[src/rtl/icache.sv]
// Direct-mapped, read-only instruction cache: zero-latency hits in IDLE,
// block-by-block refill from the RAM port with a ramwait handshake.
module icache #(
    parameter int SETS        = 16,
    parameter int BLOCK_WORDS = 2
) (
    input  logic        CLK,
    input  logic        RST,
    input  logic        imemREN,
    input  logic [31:0] imemaddr,
    input  logic        flush,
    output logic        ihit,
    output logic [31:0] imemload,
    output logic        ramREN,
    output logic [31:0] ramaddr,
    input  logic [31:0] ramload,
    input  logic        ramwait,
    output logic [31:0] hit_count,
    output logic [31:0] miss_count
);

    localparam int WO = $clog2(BLOCK_WORDS);
    localparam int IX = $clog2(SETS);
    localparam int TW = 30 - WO - IX;
    localparam int KW = (WO > 0) ? WO : 1;
    localparam logic [KW-1:0] K_LAST = KW'(BLOCK_WORDS - 1);

    typedef enum logic {S_IDLE, S_FILL} state_t;

    state_t        r_state;
    logic [SETS-1:0] r_valid;
    logic [TW-1:0] r_tag  [SETS];
    logic [31:0]   r_data [SETS][BLOCK_WORDS];
    logic [TW-1:0] r_base_tag;
    logic [IX-1:0] r_base_idx;
    logic [KW-1:0] r_k;
    logic [31:0]   r_hit_count;
    logic [31:0]   r_miss_count;

    logic [IX-1:0] w_idx;
    logic [TW-1:0] w_tag;
    logic [KW-1:0] w_off;
    logic          w_lookup;
    logic          w_ihit;
    logic          w_fill_we;
    logic          w_fill_last;
    logic          w_unused;

    assign w_idx    = imemaddr[2+WO +: IX];
    assign w_tag    = imemaddr[2+WO+IX +: TW];
    assign w_unused = ^imemaddr[1:0];

    generate
        if (WO > 0) begin : g_off
            assign w_off = imemaddr[2 +: KW];
        end else begin : g_no_off
            assign w_off = '0;
        end
    endgenerate

    assign w_lookup    = r_valid[w_idx] && (r_tag[w_idx] == w_tag);
    assign w_ihit      = (r_state == S_IDLE) && imemREN && !flush && !RST && w_lookup;
    assign w_fill_we   = (r_state == S_FILL) && !ramwait && !flush && !RST;
    assign w_fill_last = w_fill_we && (r_k == K_LAST);

    assign ihit       = w_ihit;
    assign imemload   = w_ihit ? r_data[w_idx][w_off] : '0;
    assign ramREN     = (r_state == S_FILL) && !RST;
    assign ramaddr    = ramREN ? ({r_base_tag, r_base_idx, {(WO+2){1'b0}}} | (32'(r_k) << 2)) : '0;
    assign hit_count  = r_hit_count;
    assign miss_count = r_miss_count;

    // Control state; valid bits are cleared by reset, flush in either state
    always_ff @(posedge CLK) begin
        if (RST) begin
            r_state      <= S_IDLE;
            r_valid      <= '0;
            r_k          <= '0;
            r_hit_count  <= '0;
            r_miss_count <= '0;
        end else begin
            if (w_ihit)
                r_hit_count <= r_hit_count + 32'd1;
            case (r_state)
                S_IDLE: begin
                    if (flush) begin
                        r_valid <= '0;
                    end else if (imemREN && !w_lookup) begin
                        r_base_tag   <= w_tag;
                        r_base_idx   <= w_idx;
                        r_k          <= '0;
                        r_miss_count <= r_miss_count + 32'd1;
                        r_state      <= S_FILL;
                    end
                end
                S_FILL: begin
                    if (flush) begin
                        r_valid <= '0;
                        r_state <= S_IDLE;
                    end else if (w_fill_last) begin
                        r_valid[r_base_idx] <= 1'b1;
                        r_state             <= S_IDLE;
                    end else if (w_fill_we) begin
                        r_k <= r_k + 1'b1;
                    end
                end
                default: r_state <= S_IDLE;
            endcase
        end
    end

    // Tag and data storage carry no reset; validity is tracked by r_valid
    always_ff @(posedge CLK) begin
        if (w_fill_we)
            r_data[r_base_idx][r_k] <= ramload;
        if (w_fill_last)
            r_tag[r_base_idx] <= r_base_tag;
    end

endmodule

[config.mk]
export PLATFORM = sky130hd
export DESIGN_NAME = icache
export DESIGN_NICKNAME = d
export VERILOG_FILES = /design/src/rtl/icache.sv
export SDC_FILE = /design/constraint.sdc
export NUM_CORES = 1
export LEC_CHECK = 0
export CAP_MARGIN = 15
export CELL_PAD_IN_SITES_DETAIL_PLACEMENT = 0
export CELL_PAD_IN_SITES_GLOBAL_PLACEMENT = 1
export CORE_ASPECT_RATIO = 1.75
export CORE_MARGIN = 3
export CORE_UTILIZATION = 40
export CTS_CLUSTER_DIAMETER = 120
export DETAILED_ROUTE_END_ITERATION = 10
export GPL_TIMING_DRIVEN = 0
export PLACE_DENSITY = 0.69
export SYNTH_ARGS = -nofsm -noshare
export SYNTH_HDL_FRONTEND = slang
export SYNTH_SLANG_ARGS = --single-unit
[constraint.sdc]
create_clock -name CLK -period 6.12 [get_ports CLK]
set_clock_uncertainty 0.2 [all_clocks]
set_input_delay 1.224 -clock CLK [delete_from_list [all_inputs] [get_ports CLK]]
set_output_delay 1.224 -clock CLK [all_outputs]
set_load 0.02 [all_outputs]
==> impl_metrics.env <==
export IMPL_synth_top_family_by_area="multiplexers"
export IMPL_clk_latency_ns=0.77
export IMPL_globalRouteOverflowTotal=0
export IMPL_dr_pass1_iters=5
export IMPL_core_area_sq_mm=0.149
export IMPL_synth_xor_xnor_area_share_pct=0.876
export IMPL_nNetsFinal=3413
export IMPL_finalMaxSlewViolations=0
export IMPL_drt_iter0_drc=2874
export IMPL_postSynthAreaPerCell_sq_um=20.8
export IMPL_clock_sinks=1535
export IMPL_grt_max_degree=33
export IMPL_initial_core_util_pct=40.3
export IMPL_p_per_area_mw_per_mm2=294
export IMPL_fin_ws_ns=0.0652
export IMPL_final_cell_area_sq_mm=0.0726
export IMPL_yosys_warnings=0
export IMPL_clockRootBuffer="clkbuf_16"
export IMPL_seqCellArea_sq_mm=0.0453
export IMPL_synth_mux_area_share_pct=16.9
export IMPL_reg2reg_to="r_base_tag[19]$_DFFE_PP_"
export IMPL_dieHeight_um=518
export IMPL_gp_congestion=0.825
export IMPL_die_w_um=299
export IMPL_grt_pass1_vias=32300
export IMPL_synthSimpleGateAreaFrac_pct=3.60
export IMPL_drt_total_wl_um=168000
export IMPL_vias=31000
export IMPL_antenna_found_initial=4
export IMPL_via_per_inst=5.69
export IMPL_dp_hpwl_um=112000
export IMPL_num_fill_cells=12200
export IMPL_synth_ff_type="edfxtp_1"
export IMPL_peakVddDrop_mv=0.239
export IMPL_numPortBuffers=193
export IMPL_worst_slew_pin_slew_ns=1.18
export IMPL_synth_seq_cells=1535
export IMPL_grt_pass1_wl_um=238000
export IMPL_power_uw=21400
export IMPL_synth_common_cells="1453 x edfxtp_1, 409 x mux4_2, 117 x nand2_1, 96 x nor2_1, 86 x clkbuf_1"
export IMPL_cts_buffers=141
export IMPL_synth_compound_area_share_pct=1.82
export IMPL_min_from="r_valid[4]$_SDFFE_PP0P_"
export IMPL_hold_class="reg -> reg"
export IMPL_netlist_area_sq_mm=0.0600
export IMPL_synth_fa_ha_area_share_pct=0.0417
export IMPL_postSynthCellCount=2881
export IMPL_dpl_instance_area_sq_mm=0.0666
export IMPL_synth_top_area_cell="edfxtp_1"
export IMPL_cts_tree="done"
export IMPL_p_leak_uw=0.0227
export IMPL_placementRows=187
export IMPL_synth_edf_count=1453
export IMPL_setup_violations=0
export IMPL_cp_required_ns=4.70
export IMPL_htree_levels=4
export IMPL_r2r_setup_slack_ns=1.21
export IMPL_wl_per_cell_um=30.8
export IMPL_die_area_sq_mm=0.155
export IMPL_path_clk_slew_ns=0.06
export IMPL_crit_start="imemaddr[5]"
export IMPL_final_hold_violation_count=0
export IMPL_synth_distinct_cells=60
export IMPL_hold_depth=2
export IMPL_postRouteAntennaNets=0
export IMPL_layout_min_cycle_time_ns=6.05
export IMPL_regToRegStartpoint="r_tag[6][2]$_DFFE_PP_"
export IMPL_ioPinCount=199
export IMPL_outcome="completed"
export IMPL_reg2regPathDepth=12
export IMPL_multi_input_area_sq_mm=0.0147
export IMPL_pre_cts_slack_ns=-3.49
export IMPL_grt_use_total_pct=21.6
export IMPL_synth_sequential_area_ratio_pct=75.4
export IMPL_crit_end="imemload[5]"
export IMPL_synthTopCellsByArea="edfxtp_1 73%, mux4_2 15%, dfxtp_1 2.7%"
export IMPL_ctsHoldBuffers=0
export IMPL_yosysMostFrequentCell="edfxtp_1"
export IMPL_syn_to_final_growth_pct=21.0
export IMPL_synthArstFlopShare_pct=0
export IMPL_drc_errors=0
export IMPL_worst_path_max_fanout=19
export IMPL_synth_top_area_share_pct=72.7
export IMPL_arrival_ns=4.63
export IMPL_drive_above_1_share_pct=29.0
export IMPL_finalCritPeriodShare_pct=98.9
export IMPL_hold_ws_ns=0.274
export IMPL_cap_violations=0
export IMPL_crit_type="in -> out"
export IMPL_startpoint_type="input port"
export IMPL_slew_headroom_pct=21.3
export IMPL_worstSetupEndpointType="primary output"
export IMPL_clk_path_buf_depth=3
export IMPL_fin_setup_tns_ns=0
export IMPL_fmax_mhz=165
-- routing by layer --
| layer | up-vias | share of wire (%) | GRT usage (%) |
|---|---|---|---|
| met2 | 1121 | 54 | 39.6 |
| li1 | 12900 | - | - |
| met5 | - | 0.0077 | 0 |
| met1 | 16700 | 36 | 25.5 |
| met4 | 2 | 3.6 | 7.81 |
| met3 | 279 | 5.6 | 3.58 |
-- area by class of cell --
class,count,area share [%]
well taps,1984,3.42
clock inverters,71,1.01
clock buffers,183,5.26
flip-flops and latches,1535,62.3
inverters,16,0.0913
repair buffers,324,5.91
multi-input cells,1165,20.2
plain buffers,159,1.72
diodes,3,0.0103
-- registers in the layout (all words and copies together), names as in the netlist --
register,count
hit_count,32
miss_count,32
r_base_idx,4
r_base_tag,25
r_data,1024
r_k,1
r_state,1
r_tag,400
r_valid,16
-- power by group --
part | leakage (uW) | internal, uW | total [uW] | switching, uW
Clock | 0.00220 | 4880 | 8780 | 3900
Combinational | 0.00677 | 482 | 1100 | 616
Sequential | 0.0137 | 11500 | 11500 | 22.7
Total | 0.0227 | 16800 | 21400 | 4540
-- logic make-up after synthesis --
logic type | after synthesis
compound gates | 173
xor+xnor | 60
fa+ha+maj | 2
buf+inv | 182
flops | 1535
mux | 500
other cells | 1
simple gates | 428
-- how the worst min path moves through the flow --
stage / slack [ns] / to
final: 0.27 / r_valid[4]$_SDFFE_PP0P_
after CTS: 0.27 / r_valid[5]$_SDFFE_PP0P_
after global routing: 0.28 / r_valid[1]$_SDFFE_PP0P_
after floorplan: 0.23 / r_valid[4]$_SDFFE_PP0P_
after detailed placement: 0.26 / r_valid[5]$_SDFFE_PP0P_
after global placement: 0.24 / r_valid[6]$_SDFFE_PP0P_
-- repair_timing --
action,CTS,global route
gates resized for setup,481,41
setup buffers,36,5
pin swaps,13,8
endpoints found under the setup margin,108,33
gates cloned,3,0
-- cell usage in the layout, fill, tap and decap left out, types with 8 or more instances in the layout --
master	synthesis	layout
mux2_2	21	20
nand4_1	17	17
buf_2	24	18
nor3_1	15	13
mux4_2	409	409
nand2b_1	8	8
a31oi_1	10	10
buf_6	3	30
o31ai_1	19	19
clkinv_1	0	22
and2_1	38	38
clkbuf_16	0	151
nor2_4	0	32
bufinv_16	0	10
a21oi_1	72	49
nor2_1	96	64
buf_16	0	35
a21oi_4	0	18
dfxtp_1	82	82
clkdlybuf4s15_2	0	20
nand3_1	34	34
xnor2_1	40	37
xor2_1	20	12
clkbuf_2	1	24
inv_1	15	14
mux2i_2	0	11
clkdlybuf4s50_1	0	156
buf_4	10	52
buf_12	0	58
clkinv_2	0	17
nand2_1	117	117
or4_1	25	24
nor2b_1	24	23
edfxtp_1	1453	1453
buf_8	0	21
or3_1	16	16
and3_1	15	15
o21ai_0	22	20
mux2i_1	70	54
clkbuf_1	86	87
-- worst max-delay path, cell delays in order --
cell and delay, ns:
buf_12 0.11, buf_12 0.14, buf_16 0.17, buf_12 0.18
mux2i_2 0.25, xor2_1 0.17, buf_4 0.15, a21oi_1 0.07
mux2_2 0.27, a221o_1 0.39, nor4_4 0.29, buf_6 0.17
nand4_4 0.13, buf_6 0.20, buf_6 0.18, a21oi_2 0.19
clkdlybuf4s15_2 0.29
-- stage by stage --
| step | utilization [%] | instances |
|---|---|---|
| 2_1_floorplan | - | 2882 |
| 3_3_place_gp | 43.3 | 5059 |
| 3_5_place_dp | 44.7 | 5145 |
| 4_1_cts | 48.7 | 5437 |
| 5_1_grt | 48.8 | 5438 |
| 6_report | 48.8 | 5440 |
Power figures use the tool's default switching activity.
